`src/rtl/encoder_pkg.sv`:
```
// rtl/encoder_pkg.sv - shared constants for the encoder position snapshot block
package encoder_pkg;

  localparam int POS_W = 32;

  localparam logic [1:0] S_IDLE    = 2'd0;
  localparam logic [1:0] S_CAPTURE = 2'd1;
  localparam logic [1:0] S_HOLD    = 2'd2;

  localparam int PARA_ERR_BIT = 15;
  localparam int PARA_IDX_BIT = 14;

  // Forward successor in the x4 Gray cycle 00 -> 01 -> 11 -> 10 -> 00
  function automatic logic [1:0] quad_next(input logic [1:0] ab);
    case (ab)
      2'b00:   quad_next = 2'b01;
      2'b01:   quad_next = 2'b11;
      2'b11:   quad_next = 2'b10;
      default: quad_next = 2'b00;
    endcase
  endfunction

endpackage

```
`src/rtl/quad_decoder.sv`:
```
// rtl/quad_decoder.sv - x4 quadrature step decoder on synchronised {a,b}
module quad_decoder
  import encoder_pkg::*;
(
  input  logic [1:0] ab,
  input  logic [1:0] ab_prev,
  output logic       inc,
  output logic       dec,
  output logic       illegal
);

  assign inc     = (ab == quad_next(ab_prev));
  assign dec     = (ab_prev == quad_next(ab));
  assign illegal = ((ab ^ ab_prev) == 2'b11);

endmodule

```
`src/rtl/encoder_pos_snapshot.sv`:
```
// rtl/encoder_pos_snapshot.sv - quadrature position counter with cs_n-triggered snapshot
// Optional ENC_INDEX_CLEAR_EN: index rising edge clears the position count.
module encoder_pos_snapshot
  import encoder_pkg::*;
#(
  parameter int               SYNC_STAGES = 2,
  parameter logic [POS_W-1:0] POS_RESET   = '0
) (
  input  logic             sys_clk,
  input  logic             sys_rst_n,
  input  logic             enc_a,
  input  logic             enc_b,
  input  logic             enc_z,
  input  logic             cs_n,
  input  logic [POS_W-1:0] cfg_offset,
  input  logic [15:0]      cfg_para,
  output logic [POS_W-1:0] dsp_data_para,
  output logic [POS_W-1:0] dsp_data_position,
  output logic [POS_W-1:0] dsp_data_position_compen,
  output logic             snap_valid,
  output logic             err_illegal
);

`ifdef ENC_INDEX_CLEAR_EN
  localparam bit IDX_CLEAR = 1'b1;
`else
  localparam bit IDX_CLEAR = 1'b0;
`endif

  logic [SYNC_STAGES-1:0] a_sync, b_sync, z_sync, cs_sync;
  logic [1:0]             ab_prev;
  logic                   z_prev, cs_prev;
  logic [POS_W-1:0]       pos_cnt;
  logic [7:0]             frame_cnt;
  logic                   err_sticky, idx_seen;
  logic [1:0]             state;
  logic [POS_W-1:0]       para_w;
  logic                   inc, dec, illegal;

  wire [1:0] ab_s    = {a_sync[SYNC_STAGES-1], b_sync[SYNC_STAGES-1]};
  wire       z_s     = z_sync[SYNC_STAGES-1];
  wire       cs_s    = cs_sync[SYNC_STAGES-1];
  wire       z_rise  = z_s & ~z_prev;
  wire       cs_fall = cs_prev & ~cs_s;
  wire       load    = (state == S_IDLE) && cs_fall;

  always_ff @(posedge sys_clk) begin
    if (!sys_rst_n) begin
      a_sync  <= '0;
      b_sync  <= '0;
      z_sync  <= '0;
      cs_sync <= '1;
      ab_prev <= 2'b00;
      z_prev  <= 1'b0;
      cs_prev <= 1'b1;
    end else begin
      a_sync  <= {a_sync[SYNC_STAGES-2:0], enc_a};
      b_sync  <= {b_sync[SYNC_STAGES-2:0], enc_b};
      z_sync  <= {z_sync[SYNC_STAGES-2:0], enc_z};
      cs_sync <= {cs_sync[SYNC_STAGES-2:0], cs_n};
      ab_prev <= ab_s;
      z_prev  <= z_s;
      cs_prev <= cs_s;
    end
  end

  quad_decoder u_quad (
    .ab      (ab_s),
    .ab_prev (ab_prev),
    .inc     (inc),
    .dec     (dec),
    .illegal (illegal)
  );

  // A same-cycle set beats the read-to-clear of a capture
  always_ff @(posedge sys_clk) begin
    if (!sys_rst_n) begin
      pos_cnt    <= POS_RESET;
      err_sticky <= 1'b0;
      idx_seen   <= 1'b0;
    end else begin
      if (IDX_CLEAR && z_rise) pos_cnt <= '0;
      else if (inc)            pos_cnt <= pos_cnt + 1'b1;
      else if (dec)            pos_cnt <= pos_cnt - 1'b1;
      err_sticky <= illegal | (err_sticky & ~load);
      idx_seen   <= z_rise  | (idx_seen & ~load);
    end
  end

  always_comb begin
    para_w               = '0;
    para_w[31:16]        = cfg_para;
    para_w[PARA_ERR_BIT] = err_sticky;
    para_w[PARA_IDX_BIT] = idx_seen;
    para_w[7:0]          = frame_cnt;
  end

  // Snapshot registers load on the edge that enters S_CAPTURE so the
  // cs_n pin-to-output delay is SYNC_STAGES+1 cycles.
  always_ff @(posedge sys_clk) begin
    if (!sys_rst_n) begin
      state                    <= S_IDLE;
      dsp_data_para            <= '0;
      dsp_data_position        <= '0;
      dsp_data_position_compen <= '0;
      snap_valid               <= 1'b0;
      frame_cnt                <= 8'd0;
    end else begin
      case (state)
        S_IDLE: begin
          if (cs_fall) begin
            state                    <= S_CAPTURE;
            dsp_data_position        <= pos_cnt;
            dsp_data_position_compen <= pos_cnt + cfg_offset;
            dsp_data_para            <= para_w;
            frame_cnt                <= frame_cnt + 8'd1;
            snap_valid               <= 1'b1;
          end
        end
        S_CAPTURE: state <= S_HOLD;
        S_HOLD: begin
          if (cs_s) begin
            state      <= S_IDLE;
            snap_valid <= 1'b0;
          end
        end
        default: begin
          state      <= S_IDLE;
          snap_valid <= 1'b0;
        end
      endcase
    end
  end

  assign err_illegal = err_sticky;

endmodule
```
`config.mk`:
```
export PLATFORM = sky130hd
export DESIGN_NAME = encoder_pos_snapshot
export DESIGN_NICKNAME = d
export VERILOG_FILES = /design/src/rtl/encoder_pkg.sv /design/src/rtl/quad_decoder.sv /design/src/rtl/encoder_pos_snapshot.sv
export SDC_FILE = /design/constraint.sdc
export NUM_CORES = 1
export LEC_CHECK = 0
export BUFFER_PORTS_ARGS = -buffer_cell sky130_fd_sc_hd__buf_2
export CORE_MARGIN = 2
export CORE_UTILIZATION = 50
export CTS_CLUSTER_SIZE = 8
export DETAILED_ROUTE_END_ITERATION = 8
export GPL_ROUTABILITY_DRIVEN = 0
export PLACE_DENSITY = 0.73
export SLEW_MARGIN = 20
export SYNTH_ARGS = -nofsm -noshare
export SYNTH_HDL_FRONTEND = slang
export SYNTH_SLANG_ARGS = --single-unit
export TNS_END_PERCENT = 5
```
`constraint.sdc`:
```
create_clock -name sys_clk -period 8.6 [get_ports sys_clk]
set_input_delay 0.43 -clock sys_clk [delete_from_list [all_inputs] [get_ports sys_clk]]
set_output_delay 0.43 -clock sys_clk [all_outputs]
set_load 0.005 [all_outputs]
```
# Yosys cells after proc, flatten, opt, wreduce, memory -nomap -nowiden
# Index checks and enable logic that the tools add are counted.
op_classes:
  reduce_logical: 8
  bitwise: 11
  eq_ne: 11
  mux: 10
  n_addsub: 4
op_table:
  columns: ["op", "count"]
  rows:
  - ["2-to-1 mux 32 bit", 2]
  - ["adder 32 x 1 -> 32 bit, second input constant", 1]
  - ["adder 32 bit", 1]
  - ["subtractor 32 x 1 -> 32 bit, second input constant", 1]
  - ["case mux 2 bit (3 select lines)", 3]
  - ["adder 8 x 1 -> 8 bit, second input constant", 1]
  - ["== test 2 bit, second input constant", 4]
  - ["== test 2 x 1 -> 1 bit, second input constant", 3]
  - ["zero test 2 bit", 3]
  - ["bitwise AND 1 bit", 4]
  - ["== test 2 bit", 2]
  - ["2-to-1 mux 2 bit", 2]
  - ["!= test 2 bit, second input constant", 2]
  - ["NOT 1 bit", 4]
  - ["AND reduction 2 bit", 2]
  - ["case mux 1 bit (3 select lines)", 1]
  - ["AND reduction 3 bit", 1]
  - ["2-to-1 mux 1 bit", 2]
  - ["bitwise OR 1 bit", 2]
  - ["nonzero test 2 bit", 1]
  - ["XOR 2 bit", 1]
  - ["logical AND 1 bit", 1]
word_totals:
  regBits: 147
  output_inout_bits: 98

# Longest topological paths before layout
# Gate-level depths: netlist (run 1).
logic_depth:
  ltp_word: 6
  ltp_mapped: 13
  mapped_depth_nobuf: 13

# Cells and area by module
# A second synthesis (run 1) with hierarchy kept.
hier_totals:
  cells_unflattened: 1069
  hier_area_um2: 8579.5
by_module_without_submodules:
  columns: ["mod", "cells_per_inst", "area_each_um2", "n_inst"]
  rows:
  - ["encoder_pos_snapshot", 1062, 8530.7, 1]
  - ["quad_decoder", 7, 48.8, 1]

# Worst setup path after synthesis (run 1)
# No wires, ideal clock.
synth_path:
  path_type: "register to register"
  startpoint: "register ab_prev[1]"
  endpoint: "register pos_cnt[28]"
  stages_incl_launch_ff: 14
  period_less_slack_ns: 3.321
  setup_time_ns: 0.073
  setup_slack_ns: 5.279
  arrival_time_ns: 3.248
  path_buffers: 0
  cell_sequence: "dfxtp_1 xor2_1 nand2_1 inv_1 fa_1 nor2b_1 o2111ai_2 a211oi_2 o31ai_2 o21ai_2 a211oi_2 nor3_2 mux2_4 o211ai_2"
synth_between:
  elab_chain_cells: 4
  word_cells_on_any_way: 8
  cone_classes: "4 x eq/ne; 2 x mux; 2 x reduce/logical"
synth_rtl:
  columns: ["element", "line", "source"]
  rows:
  - ["from (decl)", "encoder_pos_snapshot.sv:31", "logic [1:0] ab_prev;"]
  - ["from (signal assigned)", "encoder_pos_snapshot.sv:61", "ab_prev <= ab_s;"]
  - ["== test 2 bit, or another cell as far along", "encoder_pkg.sv:15", "case (ab)"]
  - ["case mux 2 bit (3 select lines)", "encoder_pkg.sv:15", null]
  - ["== test 2 bit", "quad_decoder.sv:12", "assign inc = (ab == quad_next(ab_prev));"]
  - ["2-to-1 mux 32 bit or nonzero test 2 bit (tied branches)", null, null]
  - ["to (signal assigned)", "encoder_pos_snapshot.sv:83", "else if (inc) pos_cnt <= pos_cnt + 1'b1;"]
  - ["to (signal assigned)", "encoder_pos_snapshot.sv:84", "else if (dec) pos_cnt <= pos_cnt - 1'b1;"]
  - ["to (decl)", "encoder_pos_snapshot.sv:33", "logic [POS_W-1:0] pos_cnt;"]
# Several ways; a longest one is shown, not always the timed one.
# A chain may end at the register's enable or synchronous reset.

# Worst setup path after layout (run 1)
# Ends and elaborated chain as after synthesis.

==> impl_metrics.env, run 1 <==
export IMPL_worst_pin_slew_ns=0.692
export IMPL_cpMostUsedCell="a211oi_2"
export IMPL_root_buffer="clkbuf_16"
export IMPL_crit_path_max_fanout=34
export IMPL_htreeDepth=4
export IMPL_yosysWarnings=0
export IMPL_cp_end_kind="flip-flop"
export IMPL_worst_setup_path_type="flip-flop to flip-flop"
export IMPL_clk_pin_slew_worst_paths_ns=0.07
export IMPL_p_leak_nw=4.62
export IMPL_initial_utilization_pct=50.5
export IMPL_wl_um=21800
export IMPL_path_cells="xor2_1 > nand2_1 > buf_4 > inv_1 > fa_1 > nor2b_1 > o2111ai_2 > a211oi_2 > o31ai_2 > o21ai_2 > a211oi_2 > nor3_2 > mux2_4 > o211ai_2"
export IMPL_cts_sinks=147
export IMPL_rows=48
export IMPL_cts_tree="yes"
export IMPL_postCtsResizedCells=0
export IMPL_postLayoutCellArea_um2=10100
export IMPL_syn_area_um2=8650
export IMPL_cts_buffers=17
export IMPL_rsz0062_at_grt="false"
export IMPL_hold_violations=0
export IMPL_post_cts_setup_buffers=0
export IMPL_avgSynthCellArea_um2=8.05
export IMPL_ant_nets=0
export IMPL_cp_buffers_inverters=2
export IMPL_outcome="finished clean"
export IMPL_cpMaxStageDelayCell="fa_1"
export IMPL_chipWidth_um=136
export IMPL_cp_arrival_ns=3.79
export IMPL_gr_total_overflow=0
export IMPL_worstSkewPairLatency_ns=0.44
export IMPL_yosysUniqueCellTypes=65
export IMPL_die_height_um=136
export IMPL_portBuffers=145
export IMPL_syn_to_final_growth_pct=16.7
export IMPL_dieArea_um2=18400
export IMPL_wl_met1_um=10000
export IMPL_place_ws_ns=5.30
export IMPL_max_stage_delay_ns=0.43
export IMPL_fin_ws_ns=5.17
export IMPL_grt_pass1_wl_um=34900
export IMPL_startpoint="ab_prev[1]$_SDFF_PN0_"
export IMPL_fin_setup_tns_ns=0
export IMPL_slew_headroom_pct=53.8
export IMPL_final_nets=1312
export IMPL_synthArstFlopShare_pct=0
export IMPL_power_density_nw_per_um2=281
export IMPL_post_route_period_util_pct=39.9
export IMPL_core_area_um2=17100
export IMPL_crit_path_start_kind="flip-flop"
export IMPL_wl_met2_um=10300
export IMPL_irDropWorstVdd_mv=0.213
export IMPL_placed_cells=1397
export IMPL_vias=7833
export IMPL_required_ns=8.96
export IMPL_hold_path_startpoint="cs_n"
export IMPL_utilization_pct=59.0
export IMPL_synth_edf_count=0
export IMPL_hp_class="input port to flip-flop"
export IMPL_critPathTopFamily="compound AO/OA/AOI/OAI gates"
export IMPL_num_antenna_cells=0
export IMPL_nFillCells=1542
export IMPL_antenna_found_initial=0
export IMPL_cap_violations=0
export IMPL_report_power_total_mw=2.84
export IMPL_dr_first_iter_drc_count=533
export IMPL_vias_per_cell=5.48
export IMPL_clockBufferDepth=2
export IMPL_ys_ff_latch=147
export IMPL_timing_fmax_mhz=291
export IMPL_drive_gt1_share_pct=17.2
export IMPL_maxSlewViolCount=0
export IMPL_dp_hpwl_um=15900
export IMPL_skew_ns=0.00930
export IMPL_io_pins=152
export IMPL_holdWs_ns=0.184
export IMPL_r2r_start="ab_prev[1]$_SDFF_PN0_"
export IMPL_wl_per_cell_um=15.3
export IMPL_wl_met3_um=1020
export IMPL_ys_seq_area_share_pct=34.0
export IMPL_synthFlopType="dfxtp_1"
export IMPL_fin_crit_ns=3.43
export IMPL_drt_pre_antenna_iters=5
export IMPL_postPlaceCellArea_um2=9490
export IMPL_routed_top_layer="met4"
export IMPL_grt_pass1_vias=7291
export IMPL_fin_cells=1429
export IMPL_netlist_instances=1074
export IMPL_cts_hold_buf=0
export IMPL_setup_violations_final=0
export IMPL_track_usage_pct=23.8
export IMPL_grt_max_degree=89
export IMPL_drcViolationCount=0
[kinds of logic (layout without fill, tap and decap cells)]
group                    Yosys count  after routing  share of synthesized area, %
AO/OA/AOI/OAI                    310            310                          23.6
adder cells (fa/ha/maj)           67             67                          9.87
AND/OR/NAND/NOR                  402            402                          21.7
flip-flops                       147            147                          34.0
XOR/XNOR                          63             63                          6.38
buffers and inverters             80            205                          3.78
other                              1              6                        0.0434
multiplexers                       4              4                         0.521
[flip-flops by register name, summed over array words and instances, names as in the netlist, 8 cells and up]
register	cells
dsp_data_para	26
dsp_data_position	32
dsp_data_position_compen	32
frame_cnt	8
pos_cnt	32
[final cells by class]
cell class,instances,area (um^2),share of cell area [%]
Multi-Input combinational cell,852,5410,53.6
Sequential cell,147,2940,29.2
Timing Repair Buffer,152,781,7.74
Clock buffer,17,425,4.22
Tap cell,225,282,2.79
Clock inverter,15,174,1.72
Inverter,21,78.8,0.781
[placed cells by master (no fill, tap or decap), drive strengths merged, types with 3 or more instances in the layout]
cell,n
nand2,217
nand3b,3
a31oi,6
mux2i,3
nand2b,10
o31ai,6
o21a,8
clkinv,5
nand4,21
inv,31
o21bai,10
a221oi,3
and2,52
xnor2,39
nor4,3
and3,6
nor2b,8
conb,6
a21o,36
clkbuf,17
a21oi,65
nor3,8
or3,4
o211ai,3
xor2,24
nor2,35
and4,3
nand3,27
a21boi,69
buf,152
dfxtp,147
ha,65
a211oi,5
o21ai,82
[worst paths after layout]
| path | end | slack (ns) | depth (start not counted) |
|---|---|---|---|
| max reg2reg | pos_cnt[28]$_SDFFE_PN0P_ | 5.17 | 14 |
| min | cs_sync[0]$_SDFF_PN1_ | 0.18 | 2 |
| min reg2reg | cs_sync[1]$_SDFF_PN1_ | 0.41 | 1 |
| max | pos_cnt[28]$_SDFFE_PN0P_ | 5.17 | 14 |
[per-layer routing]
metal,global-route usage (%),up-vias
met5,0,-
met4,9.84,0
met3,3.82,44
met2,40.0,231
met1,30.3,3591
li1,-,3967
[report_power, final]
group / total, mW / internal [mW] / switching [mW]
Clock: 0.741 / 0.394 / 0.348
Sequential: 0.830 / 0.747 / 0.0832
Combinational: 1.27 / 0.546 / 0.722
[synth_stat cells, types with 2 or more instances]
library cell / instances / share of area (%)
nor2_1: 35 / 1.5
a21o_1: 35 / 3.0
o21ai_0: 48 / 2.8
nand3_1: 27 / 1.6
and2_1: 52 / 3.8
a31oi_1: 6 / 0.43
and4_1: 3 / 0.30
a21boi_0: 67 / 5.8
nand2_1: 214 / 9.3
nand3b_1: 3 / 0.26
xor2_1: 24 / 2.4
nand2b_1: 10 / 0.72
a211oi_2: 2 / 0.29
ha_1: 65 / 9.4
buf_2: 3 / 0.17
o41ai_2: 2 / 0.38
o21ai_1: 32 / 1.9
o21ai_2: 2 / 0.20
buf_4: 6 / 0.52
fa_1: 2 / 0.46
or3_1: 4 / 0.29
dfxtp_1: 147 / 34
nor2b_1: 8 / 0.58
o31ai_2: 2 / 0.29
o211a_1: 2 / 0.23
nand2_2: 3 / 0.22
a21oi_2: 2 / 0.20
o31ai_1: 4 / 0.35
a221oi_1: 3 / 0.30
nor4_1: 3 / 0.22
a211oi_1: 3 / 0.26
inv_1: 21 / 0.91
a21boi_1: 2 / 0.17
o21a_1: 8 / 0.69
clkbuf_1: 49 / 2.1
xnor2_1: 39 / 3.9
a21oi_1: 63 / 3.6
o21bai_1: 10 / 0.87
mux2i_1: 3 / 0.35
nand4_1: 21 / 1.5
o41a_1: 2 / 0.26
o22ai_1: 2 / 0.14
nor3_1: 7 / 0.41
o211ai_1: 2 / 0.17
and3_1: 6 / 0.43
Power figures use the tool's default switching activity.
==> run 2: changes to the inputs <==
Settings changed: PLACE_DENSITY 0.73 to 0.75.
Clock period 8.6 ns to 2.8 ns, I/O delays scaled along.
==> run 2 against run 1 <==
The run now ends with negative setup slack left; hold slack got worse by 0.069 ns; via count rose by 6.1%; die area unchanged; first-iteration DRC count grew 9.0%; cell count increased by 6.0%; maximum frequency grew 18%; sequential share of layout area fell by 2.5 points; critical endpoint unchanged; largest cell class unchanged; largest power group unchanged.
==> impl_metrics.env, run 2 (synthesis results as in run 1) <==
export IMPL_grt_pass1_wl_um=37500
export IMPL_hp_class="input port to flip-flop"
export IMPL_place_ws_ns=-0.126
export IMPL_drt_pre_antenna_iters=5
export IMPL_postLayoutCellArea_um2=11100
export IMPL_irDropWorstVdd_mv=0.539
export IMPL_hold_violations=0
export IMPL_core_area_um2=17100
export IMPL_power_density_nw_per_um2=856
export IMPL_drive_gt1_share_pct=24.6
export IMPL_grt_use_met3_pct=5.09
export IMPL_grt_max_degree=79
export IMPL_cp_arrival_ns=3.26
export IMPL_postPlaceCellArea_um2=9980
export IMPL_dieArea_um2=18400
export IMPL_rsz0062_at_grt="true"
export IMPL_cp_end_kind="flip-flop"
export IMPL_ff2ff_path_depth=12
export IMPL_report_power_total_mw=9.47
export IMPL_final_common_cell="nand2_1"
export IMPL_outcome="finished with violations"
export IMPL_antenna_found_initial=0
export IMPL_largestRegisters="dsp_data_position (32), dsp_data_position_compen (32), pos_cnt (32)"
export IMPL_io_pins=152
export IMPL_rows=48
export IMPL_root_buffer="clkbuf_16"
export IMPL_portBuffers=145
export IMPL_worst_setup_path_type="flip-flop to flip-flop"
export IMPL_num_antenna_cells=0
export IMPL_timing_fmax_mhz=345
export IMPL_clockBufferDepth=2
export IMPL_final_nets=1398
export IMPL_crit_path_start_kind="flip-flop"
export IMPL_skew_ns=0.00733
export IMPL_fin_crit_ns=2.90
export IMPL_slew_headroom_pct=54.9
export IMPL_dr_first_iter_drc_count=581
export IMPL_htreeDepth=4
export IMPL_vias_per_cell=5.48
export IMPL_ant_nets=0
export IMPL_grt_use_met2_pct=43.7
export IMPL_p_leak_nw=5.05
export IMPL_grt_pass1_vias=7906
export IMPL_placed_cells=1455
export IMPL_wl_per_cell_um=15.8
export IMPL_clk_pin_slew_worst_paths_ns=0.07
export IMPL_worst_pin_slew_ns=0.677
export IMPL_required_ns=3.16
export IMPL_nFillCells=1403
export IMPL_drcViolationCount=0
export IMPL_wl_um=24000
export IMPL_violations="negative setup slack"
export IMPL_crit_path_max_fanout=6
export IMPL_startpoint="ab_prev[1]$_SDFF_PN0_"
export IMPL_syn_to_final_growth_pct=27.9
export IMPL_dp_hpwl_um=17100
export IMPL_post_route_period_util_pct=103
export IMPL_track_usage_pct=25.4
export IMPL_final_cell_mix="nand2_1, buf_2, dfxtp_1"
export IMPL_met1_usage_pct=31.8
export IMPL_initial_utilization_pct=50.5
export IMPL_critPathCapture="pos_cnt[28]$_SDFFE_PN0P_"
export IMPL_cap_violations=0
export IMPL_reg2reg_to="pos_cnt[28]$_SDFFE_PN0P_"
export IMPL_worstSkewPairLatency_ns=0.43
export IMPL_vias=8308
export IMPL_chipWidth_um=136
export IMPL_cts_buffers=17
export IMPL_gr_total_overflow=0
export IMPL_r2r_start="ab_prev[1]$_SDFF_PN0_"
export IMPL_fin_ws_ns=-0.0969
export IMPL_utilization_pct=64.6
export IMPL_setup_violations_final=9
export IMPL_die_height_um=136
export IMPL_cts_sinks=147
export IMPL_grt_busiest_layer="met2"
export IMPL_fin_cells=1515
export IMPL_cts_tree="yes"
export IMPL_r2r_slack_ns=-0.1
export IMPL_maxSlewViolCount=0
## run 2: changes by cell type in the layout (fill, tap and decap cells not counted), moves of 6 or more
cell and change:
a21oi_1 -10, a21oi_2 +10, buf_4 +63, dlygate4sd3_1 +20, ha_1 -9, ha_4 +6
## run 2: what timing repair did
| action | 4_1_cts | 5_1_grt |
|---|---|---|
| endpoints found under the hold margin | 20 | 0 |
| setup endpoints to repair | 11 | 22 |
| buffers inserted | 2 | 5 |
| resized for setup | 7 | 41 |
| hold buffers | 20 | 0 |
| pin swaps | 3 | 20 |
| cloned | 0 | 1 |
## run 2: report_power, final
| part | leakage, nW | internal, mW | switching, mW |
|---|---|---|---|
| Sequential | 1.20 | 2.29 | 0.254 |
| Combinational | 3.57 | 2.15 | 2.52 |
| Clock | 0.282 | 1.19 | 1.05 |
## run 2: stage by stage
step | TNS, ns | hold WS, ns
after floorplan | 0 | 0.241
after global placement | -0.0774 | 0.330
after detailed placement | -0.449 | 0.325
after CTS | -0.146 | 0.0951
after global routing | -2.60 | 0.138
final | -0.483 | 0.115
## run 2: area by class of cell
type | count | area [um^2] | area share [%]
Clock buffer | 17 | 425 | 3.85
Clock inverter | 15 | 161 | 1.46
Inverter | 21 | 78.8 | 0.713
Multi-Input combinational cell | 853 | 5670 | 51.3
Sequential cell | 147 | 2950 | 26.7
Tap cell | 225 | 282 | 2.55
Timing Repair Buffer | 237 | 1490 | 13.4
## run 2: how the worst min path moves through the flow
stage,start,end,slack [ns],depth (start not counted)
floorplan,cs_n,cs_sync[0]$_SDFF_PN1_,0.24,1
global placement,cs_n,cs_sync[0]$_SDFF_PN1_,0.33,2
detailed placement,cs_n,cs_sync[0]$_SDFF_PN1_,0.33,2
CTS,cfg_offset[31],dsp_data_position_compen[31]$_SDFFE_PN0P_,0.1,4
global route,cfg_offset[31],dsp_data_position_compen[31]$_SDFFE_PN0P_,0.14,4
finish,cfg_offset[31],dsp_data_position_compen[31]$_SDFFE_PN0P_,0.11,4
## run 2: layer usage
layer  vias to the layer above  routed length (um)
met5                         -                   0
met4                         0                 614
met3                        46                1480
met2                       278               11400
met1                      3845               10500
li1                       4139                   -
## run 2: critical path: stages (launching register included)
cell and delay [ns]:
dfxtp_4 0.37, xor2_4 0.25, nand2_4 0.16, buf_12 0.18
ha_1 0.36, o2111ai_2 0.16, a211oi_2 0.37, o31ai_4 0.11
o21ai_2 0.20, a211oi_2 0.12, nor3_2 0.15, mux2_4 0.32
o211ai_2 0.06
